**src/rtl/fbf_pkg.sv**
```systemverilog
// Shared constants and state encoding for the 4x4 float matrix host.
// Ports: none (package).
package fbf_pkg;

  localparam int DIM = 4;
  localparam int WW  = 32;
  localparam int NW  = DIM * DIM;
  localparam int BW  = NW * WW;

  typedef enum logic [2:0] {
    S_LOAD_A,
    S_LOAD_B,
    S_STROBE,
    S_WAIT_RESULT,
    S_ACK,
    S_DRAIN
  } state_t;

endpackage

```
**src/rtl/fbf_mult_host_if.sv**
```systemverilog
// Bundle of the host's stream and multiplier-side signals.
// master = host side, slave = environment (source/multiplier/sink).
interface fbf_mult_host_if;
  import fbf_pkg::*;

  logic [WW-1:0] in_data;
  logic          in_valid;
  logic          in_ready;
  logic [BW-1:0] mult_A;
  logic [BW-1:0] mult_B;
  logic          mult_A_stb;
  logic          mult_B_stb;
  logic [BW-1:0] mult_result;
  logic          mult_result_ready;
  logic          mult_result_ack;
  logic [WW-1:0] out_data;
  logic          out_valid;
  logic          out_ready;
  logic          timeout_err;

  modport master (
    input  in_data, in_valid,
    output in_ready,
    output mult_A, mult_B, mult_A_stb, mult_B_stb,
    input  mult_result, mult_result_ready,
    output mult_result_ack,
    output out_data, out_valid,
    input  out_ready,
    output timeout_err
  );

  modport slave (
    output in_data, in_valid,
    input  in_ready,
    input  mult_A, mult_B, mult_A_stb, mult_B_stb,
    output mult_result, mult_result_ready,
    input  mult_result_ack,
    input  out_data, out_valid,
    output out_ready,
    input  timeout_err
  );

endinterface

```
**src/rtl/fbf_word_serializer.sv**
```systemverilog
// Holds the captured 512-bit product and streams word idx out.
// Ports: clk, load/din capture, en/idx select, data/valid/ready/fire.
module fbf_word_serializer
  import fbf_pkg::*;
(
  input  logic          clk,
  input  logic          load,
  input  logic [BW-1:0] din,
  input  logic          en,
  input  logic [3:0]    idx,
  output logic [WW-1:0] data,
  output logic          valid,
  input  logic          ready,
  output logic          fire
);

  logic [BW-1:0] word_buf;

  always_ff @(posedge clk) begin
    if (load) word_buf <= din;
  end

  // Gate data so the port reads zero whenever no word is offered.
  assign valid = en;
  assign data  = en ? word_buf[idx*WW +: WW] : '0;
  assign fire  = en && ready;

endmodule

```
**src/rtl/fbf_mult_host.sv**
```systemverilog
// Loads A and B word-by-word, strobes the multiplier, acks and streams the product.
// Ports: clk, reset (async active-low), bus (master). Option: FBF_HOST_TIMEOUT_EN.
module fbf_mult_host
  import fbf_pkg::*;
#(
  parameter int TIMEOUT_CYCLES = 1024
) (
  input logic             clk,
  input logic             reset,
  fbf_mult_host_if.master bus
);

  state_t        state, state_nx;
  logic [3:0]    k, k_nx;
  logic          live;
  logic [BW-1:0] mat_a, mat_b;
  logic          loading, accept, capture;
  logic          drain_en, fire, expired;

  assign loading  = (state == S_LOAD_A) || (state == S_LOAD_B);
  // live keeps in_ready low until the first edge after reset release.
  assign bus.in_ready = live && loading;
  assign accept   = bus.in_valid && bus.in_ready;
  assign capture  = (state == S_WAIT_RESULT) && bus.mult_result_ready;
  assign drain_en = (state == S_DRAIN);

  assign bus.mult_A_stb      = (state == S_STROBE);
  assign bus.mult_B_stb      = (state == S_STROBE);
  assign bus.mult_result_ack = (state == S_ACK);
  assign bus.mult_A          = mat_a;
  assign bus.mult_B          = mat_b;

  always_ff @(posedge clk or negedge reset) begin
    if (!reset) begin
      state <= S_LOAD_A;
      k     <= '0;
      live  <= 1'b0;
    end else begin
      state <= state_nx;
      k     <= k_nx;
      live  <= 1'b1;
    end
  end

  always_ff @(posedge clk) begin
    if (accept && state == S_LOAD_A) mat_a[k*WW +: WW] <= bus.in_data;
    if (accept && state == S_LOAD_B) mat_b[k*WW +: WW] <= bus.in_data;
  end

  always_comb begin
    state_nx = state;
    k_nx     = k;
    unique case (state)
      S_LOAD_A: begin
        if (accept) begin
          k_nx = k + 4'd1;
          if (k == 4'd15) state_nx = S_LOAD_B;
        end
      end
      S_LOAD_B: begin
        if (accept) begin
          k_nx = k + 4'd1;
          if (k == 4'd15) state_nx = S_STROBE;
        end
      end
      S_STROBE: state_nx = S_WAIT_RESULT;
      S_WAIT_RESULT: begin
        if (capture) begin
          state_nx = S_ACK;
        end else if (expired) begin
          state_nx = S_LOAD_A;
          k_nx     = '0;
        end
      end
      S_ACK: state_nx = S_DRAIN;
      S_DRAIN: begin
        if (fire) begin
          k_nx = k + 4'd1;
          if (k == 4'd15) state_nx = S_LOAD_A;
        end
      end
      default: begin
        state_nx = S_LOAD_A;
        k_nx     = '0;
      end
    endcase
  end

`ifdef FBF_HOST_TIMEOUT_EN
  localparam int CW = $clog2(TIMEOUT_CYCLES + 1);

  logic [CW-1:0] wait_cnt;
  logic          err;

  assign expired = (state == S_WAIT_RESULT) && !bus.mult_result_ready &&
                   (wait_cnt == CW'(TIMEOUT_CYCLES - 1));

  always_ff @(posedge clk or negedge reset) begin
    if (!reset) begin
      wait_cnt <= '0;
      err      <= 1'b0;
    end else begin
      if (state == S_WAIT_RESULT && !bus.mult_result_ready && !expired)
        wait_cnt <= wait_cnt + 1'b1;
      else
        wait_cnt <= '0;
      if (expired) err <= 1'b1;
    end
  end

  assign bus.timeout_err = err;
`else
  assign expired         = 1'b0;
  assign bus.timeout_err = 1'b0;
`endif

  fbf_word_serializer u_ser (
    .clk   (clk),
    .load  (capture),
    .din   (bus.mult_result),
    .en    (drain_en),
    .idx   (k),
    .data  (bus.out_data),
    .valid (bus.out_valid),
    .ready (bus.out_ready),
    .fire  (fire)
  );

endmodule

```
**src/flat_wrapper.sv**
```systemverilog
// flat-port wrapper written by rule: the top's interface ports become plain ports
module fbf_mult_host_flat import fbf_pkg::*;
#(
  parameter int TIMEOUT_CYCLES = 1024
)
  (clk, reset, bus_in_data, bus_in_valid, bus_in_ready, bus_mult_A, bus_mult_B, bus_mult_A_stb, bus_mult_B_stb, bus_mult_result, bus_mult_result_ready, bus_mult_result_ack, bus_out_data, bus_out_valid, bus_out_ready, bus_timeout_err);
  fbf_mult_host_if bus_i ();
  input logic clk;
  input logic reset;
  input wire logic [$bits(bus_i.in_data)-1:0] bus_in_data;
  input wire logic [$bits(bus_i.in_valid)-1:0] bus_in_valid;
  output wire logic [$bits(bus_i.in_ready)-1:0] bus_in_ready;
  output wire logic [$bits(bus_i.mult_A)-1:0] bus_mult_A;
  output wire logic [$bits(bus_i.mult_B)-1:0] bus_mult_B;
  output wire logic [$bits(bus_i.mult_A_stb)-1:0] bus_mult_A_stb;
  output wire logic [$bits(bus_i.mult_B_stb)-1:0] bus_mult_B_stb;
  input wire logic [$bits(bus_i.mult_result)-1:0] bus_mult_result;
  input wire logic [$bits(bus_i.mult_result_ready)-1:0] bus_mult_result_ready;
  output wire logic [$bits(bus_i.mult_result_ack)-1:0] bus_mult_result_ack;
  output wire logic [$bits(bus_i.out_data)-1:0] bus_out_data;
  output wire logic [$bits(bus_i.out_valid)-1:0] bus_out_valid;
  input wire logic [$bits(bus_i.out_ready)-1:0] bus_out_ready;
  output wire logic [$bits(bus_i.timeout_err)-1:0] bus_timeout_err;
  assign bus_i.in_data = bus_in_data;
  assign bus_i.in_valid = bus_in_valid;
  assign bus_in_ready = bus_i.in_ready;
  assign bus_mult_A = bus_i.mult_A;
  assign bus_mult_B = bus_i.mult_B;
  assign bus_mult_A_stb = bus_i.mult_A_stb;
  assign bus_mult_B_stb = bus_i.mult_B_stb;
  assign bus_i.mult_result = bus_mult_result;
  assign bus_i.mult_result_ready = bus_mult_result_ready;
  assign bus_mult_result_ack = bus_i.mult_result_ack;
  assign bus_out_data = bus_i.out_data;
  assign bus_out_valid = bus_i.out_valid;
  assign bus_i.out_ready = bus_out_ready;
  assign bus_timeout_err = bus_i.timeout_err;
  fbf_mult_host #(.TIMEOUT_CYCLES(TIMEOUT_CYCLES)) u_core (.clk(clk), .reset(reset), .bus(bus_i));
endmodule
```
**config.mk**
```make
export PLATFORM = sky130hd
export DESIGN_NAME = fbf_mult_host_flat
export DESIGN_NICKNAME = d
export VERILOG_FILES = /design/src/rtl/fbf_pkg.sv /design/src/rtl/fbf_mult_host_if.sv /design/src/rtl/fbf_word_serializer.sv /design/src/rtl/fbf_mult_host.sv /design/src/flat_wrapper.sv
export SDC_FILE = /design/constraint.sdc
export NUM_CORES = 1
export LEC_CHECK = 0
export ABC_CLOCK_PERIOD_IN_PS = 23100
export CORE_AREA = 2 2 625 627
export DETAILED_ROUTE_END_ITERATION = 12
export DIE_AREA = 0 0 627 629
export SYNTH_ARGS = -nofsm -noshare
export SYNTH_HDL_FRONTEND = slang
export SYNTH_SLANG_ARGS = --single-unit
```
**constraint.sdc**
```tcl
create_clock -name clk -period 23.1 [get_ports clk]
set_clock_uncertainty 0.2 [all_clocks]
set_input_delay 4.62 -clock clk [delete_from_list [all_inputs] [get_ports clk]]
set_output_delay 4.62 -clock clk [all_outputs]
set_load 0.01 [all_outputs]
```
==> reports/results.tsv <==
stage	metric	value	unit
placed_design	# port buffers	1609	
clock_network	clk_lat worst skew	0.87	ns
floorplanning	Die Wd	627	um
synthesis	Synth async-reset ratio	0.518	%
power	Max VDD drop	0.151	mV
synthesis	Mapped Area	54000	um2
global_route	largest net degree at the start of global routing	190	
synthesis	Synth area leader	edfxtp_1	
synthesis	ranking of synthesized cells by area	edfxtp_1, mux4_2, and2_1	
layout	share of cells above drive strength 1	12.8	%
sta	final hold vios	0	
routing	final WL	345000	um
setup_path	worst stage delay on the critical path	0.82	ns
sta	period utilization	45.1	%
clock_network	CTS max path bufs	4	
setup_path	Required @ worst endpoint	18.28	ns
sta	final setup vio count	0	
setup_path	buffer and inverter count on the worst path	4	
setup_path	Worst EP arrival	5.61	ns
floorplanning	Die ar.	394000	um2
global_route	vias in the first global route	34263	
layout	Final #Nets	4898	
layout	synth-to-layout area growth	53.8	%
floorplanning	chip height	629	um
layout	Layout Cells excl Fill	9800	
routing	Routed WL per cell	35.2	um
clock_network	Clock Sinks	1544	
global_route	global route total overflow	0	
setup_path	CP dominant cell by count	buf_4	
sta	setup tns final	0	ns
floorplanning	initial core utilization	13.9	%
synthesis	Synth Flop Type	edfxtp_1	
clock_network	CTS Root Cell	clkbuf_16	
synthesis	count of flip-flops with a built-in enable after synthesis	1536	
synthesis	post-synth net total	3140	
synthesis	Seq cells post-synth	1544	
global_route	overall routing resource usage	16.8	%
setup_path	Worst setup EP type	output port	
setup_path	R2R Setup Slk	17.33	ns
synthesis	Syn. warnings	0	
clock_network	post-cts sizing count	0	
setup_path	Worst path slowest cell	buf_4	
clock_network	Post-CTS Setup Inserts	0	
synthesis	post-synth top area share	85.4	%
sta	Max Slew Vio Count	0	
placed_design	Placer Congestion	0.951	
synthesis	Mapped Avg Cell Area	20.9	um2
power	Leak Pwr	0.0264	uW
sta	Tmin final	10.43	ns
sta	fmax	0.0959	GHz
clock_network	total CTS buffers	179	
clock_network	number of H-tree levels	4	
clock_network	clock-pin slew on the worst setup and hold paths	0.06	ns
global_route	global-route wire length before repair	421000	um
synthesis	Cell variety after synth	53	
synthesis	Syn Inst Count	2586	
routing	DRC Markers	0	
sta	RSZ-0062 raised after global routing	no	
floorplanning	Ports	1611	
routing	vias per inst	3.65	
setup_path	Worst setup SP type	flip-flop	
setup_path	Crit path max-delay family	buffers and inverters	
synthesis	most frequent cell after synthesis	edfxtp_1	
job	Max-Cap Viols	0	
routing	initial DRC count	5360	
routing	drt pass-1 iters	5	
setup_path	CP Max Fanout	44	
synthesis	sequential share of the synthesized area	85.8	%
routing	Detail Route Antenna Nets	0	
floorplanning	core area	388000	um2
worst_hold_path	HP Class	flip-flop to flip-flop	
global_route	initial antenna violation count	111	
clock_network	Hold-fix buffers, CTS	0	
setup_path	crit-path cells	buf_4 -> buf_4 -> buf_4 -> mux4_2 -> a22oi_1 -> nand2_1 -> clkdlybuf4s50_1	
placed_design	Cells after DPL	9360	
clock_network	CTS tree	yes	
sta	Rel. slew slack	16.0	%
power	PD cells	95.1	nW/um2
floorplanning	FP Rows	229	
synthesis	Post-synth top cells	edfxtp_1, nor2_1, and2_1, mux4_2, nand2_1	
sta	Worst-Margin Slew	1.26	ns
outcome	status	finished clean	
placed_design	post-DP HPWL	272000	um
setup_path	kind of critical path	flip-flop to output port	
routing	Vias	35730	
layout	final core occ	21.4	%
[placed cells by master (no fill, tap or decap), drive strengths merged, types with 2 or more instances in the layout]
| master | n |
|---|---|
| clkinv | 84 |
| ha | 5 |
| a31oi | 2 |
| inv | 24 |
| dfrtp | 8 |
| bufinv | 19 |
| nor3 | 8 |
| buf | 118 |
| mux4 | 127 |
| clkbuf | 202 |
| nor3b | 3 |
| mux2 | 3 |
| nand2 | 106 |
| nor4 | 14 |
| conb | 2 |
| o22ai | 4 |
| nor2 | 292 |
| a22oi | 62 |
| a21o | 2 |
| nand2b | 2 |
| diode | 111 |
| clkinvlp | 9 |
| o21ai | 2 |
| clkdlybuf4s50 | 1574 |
| and3 | 2 |
| mux2i | 2 |
| nand3 | 4 |
| and2 | 257 |
| edfxtp | 1536 |
[per-layer routing]
layer,track usage [%],wire length [um],up-vias
li1,-,-,13745
met1,18.7,119000,18763
met2,30.9,183000,2710
met3,3.92,29600,488
met4,6.10,13500,24
met5,0,144,-
[registers in the layout, summed over array words and instances, names as in the netlist]
signal / flops
u_core.live: 1
u_core.bus.mult_B: 512
u_core.k: 4
u_core.u_ser.word_buf: 512
u_core.state: 3
u_core.bus.mult_A: 512
[cells by family (layout without fill, tap and decap cells)]
logic type               count (synthesis)  after routing  share of synthesized area [%]
other                                    2            113                         0.0139
flip-flops                            1544           1544                           85.8
AO/OA/AOI/OAI                           83             83                           1.14
XOR/XNOR                                 1              1                         0.0162
AND/OR/NAND/NOR                        695            695                           6.31
multiplexers                           132            132                           5.40
buffers and inverters                  124           2030                           1.20
adder cells (fa/ha/maj)                  5              5                          0.116
[per-stage QoR]
step	area (um2)	hold WS (ns)	power, uW	worst slack, ns
2_1_floorplan	54000	0.440	4120	4.30
3_3_place_gp	76800	0.452	5010	13.11
3_5_place_dp	76800	0.481	5020	12.91
4_1_cts	82800	0.473	7980	12.45
5_1_grt	82800	0.532	8140	12.25
6_report	83000	0.505	7890	12.67
[final timing paths]
kind,from,end,depth (start not counted)
max in group asynchronous,reset,u_core.k[0],1
setup reg to reg,u_core.state[2],u_core.u_ser.word_buf[76],6
hold reg to reg,u_core.state[1],u_core.k[1],1
hold / removal,u_core.state[1],u_core.k[1],1
min in group asynchronous,reset,u_core.k[1],1
setup / recovery,u_core.k[0],bus_out_data[15],7
[final cells by class]
cell class / count / area, um2
clock buffers: 202 / 4570
well taps: 5197 / 6500
repair buffers: 1692 / 16600
flip-flops and latches: 1544 / 46300
diodes: 111 / 278
inverters: 9 / 33.8
fillers: 40504 / 305000
multi-input cells: 918 / 7330
clock inverters: 127 / 1420
[power by group]
part / switching, uW / leakage [uW] / internal (uW)
Sequential: 52.5 / 0.0143 / 3210
Clock: 1290 / 0.00290 / 1660
Combinational: 1150 / 0.00922 / 536
No activity file was read; power rests on OpenSTA's default activity.
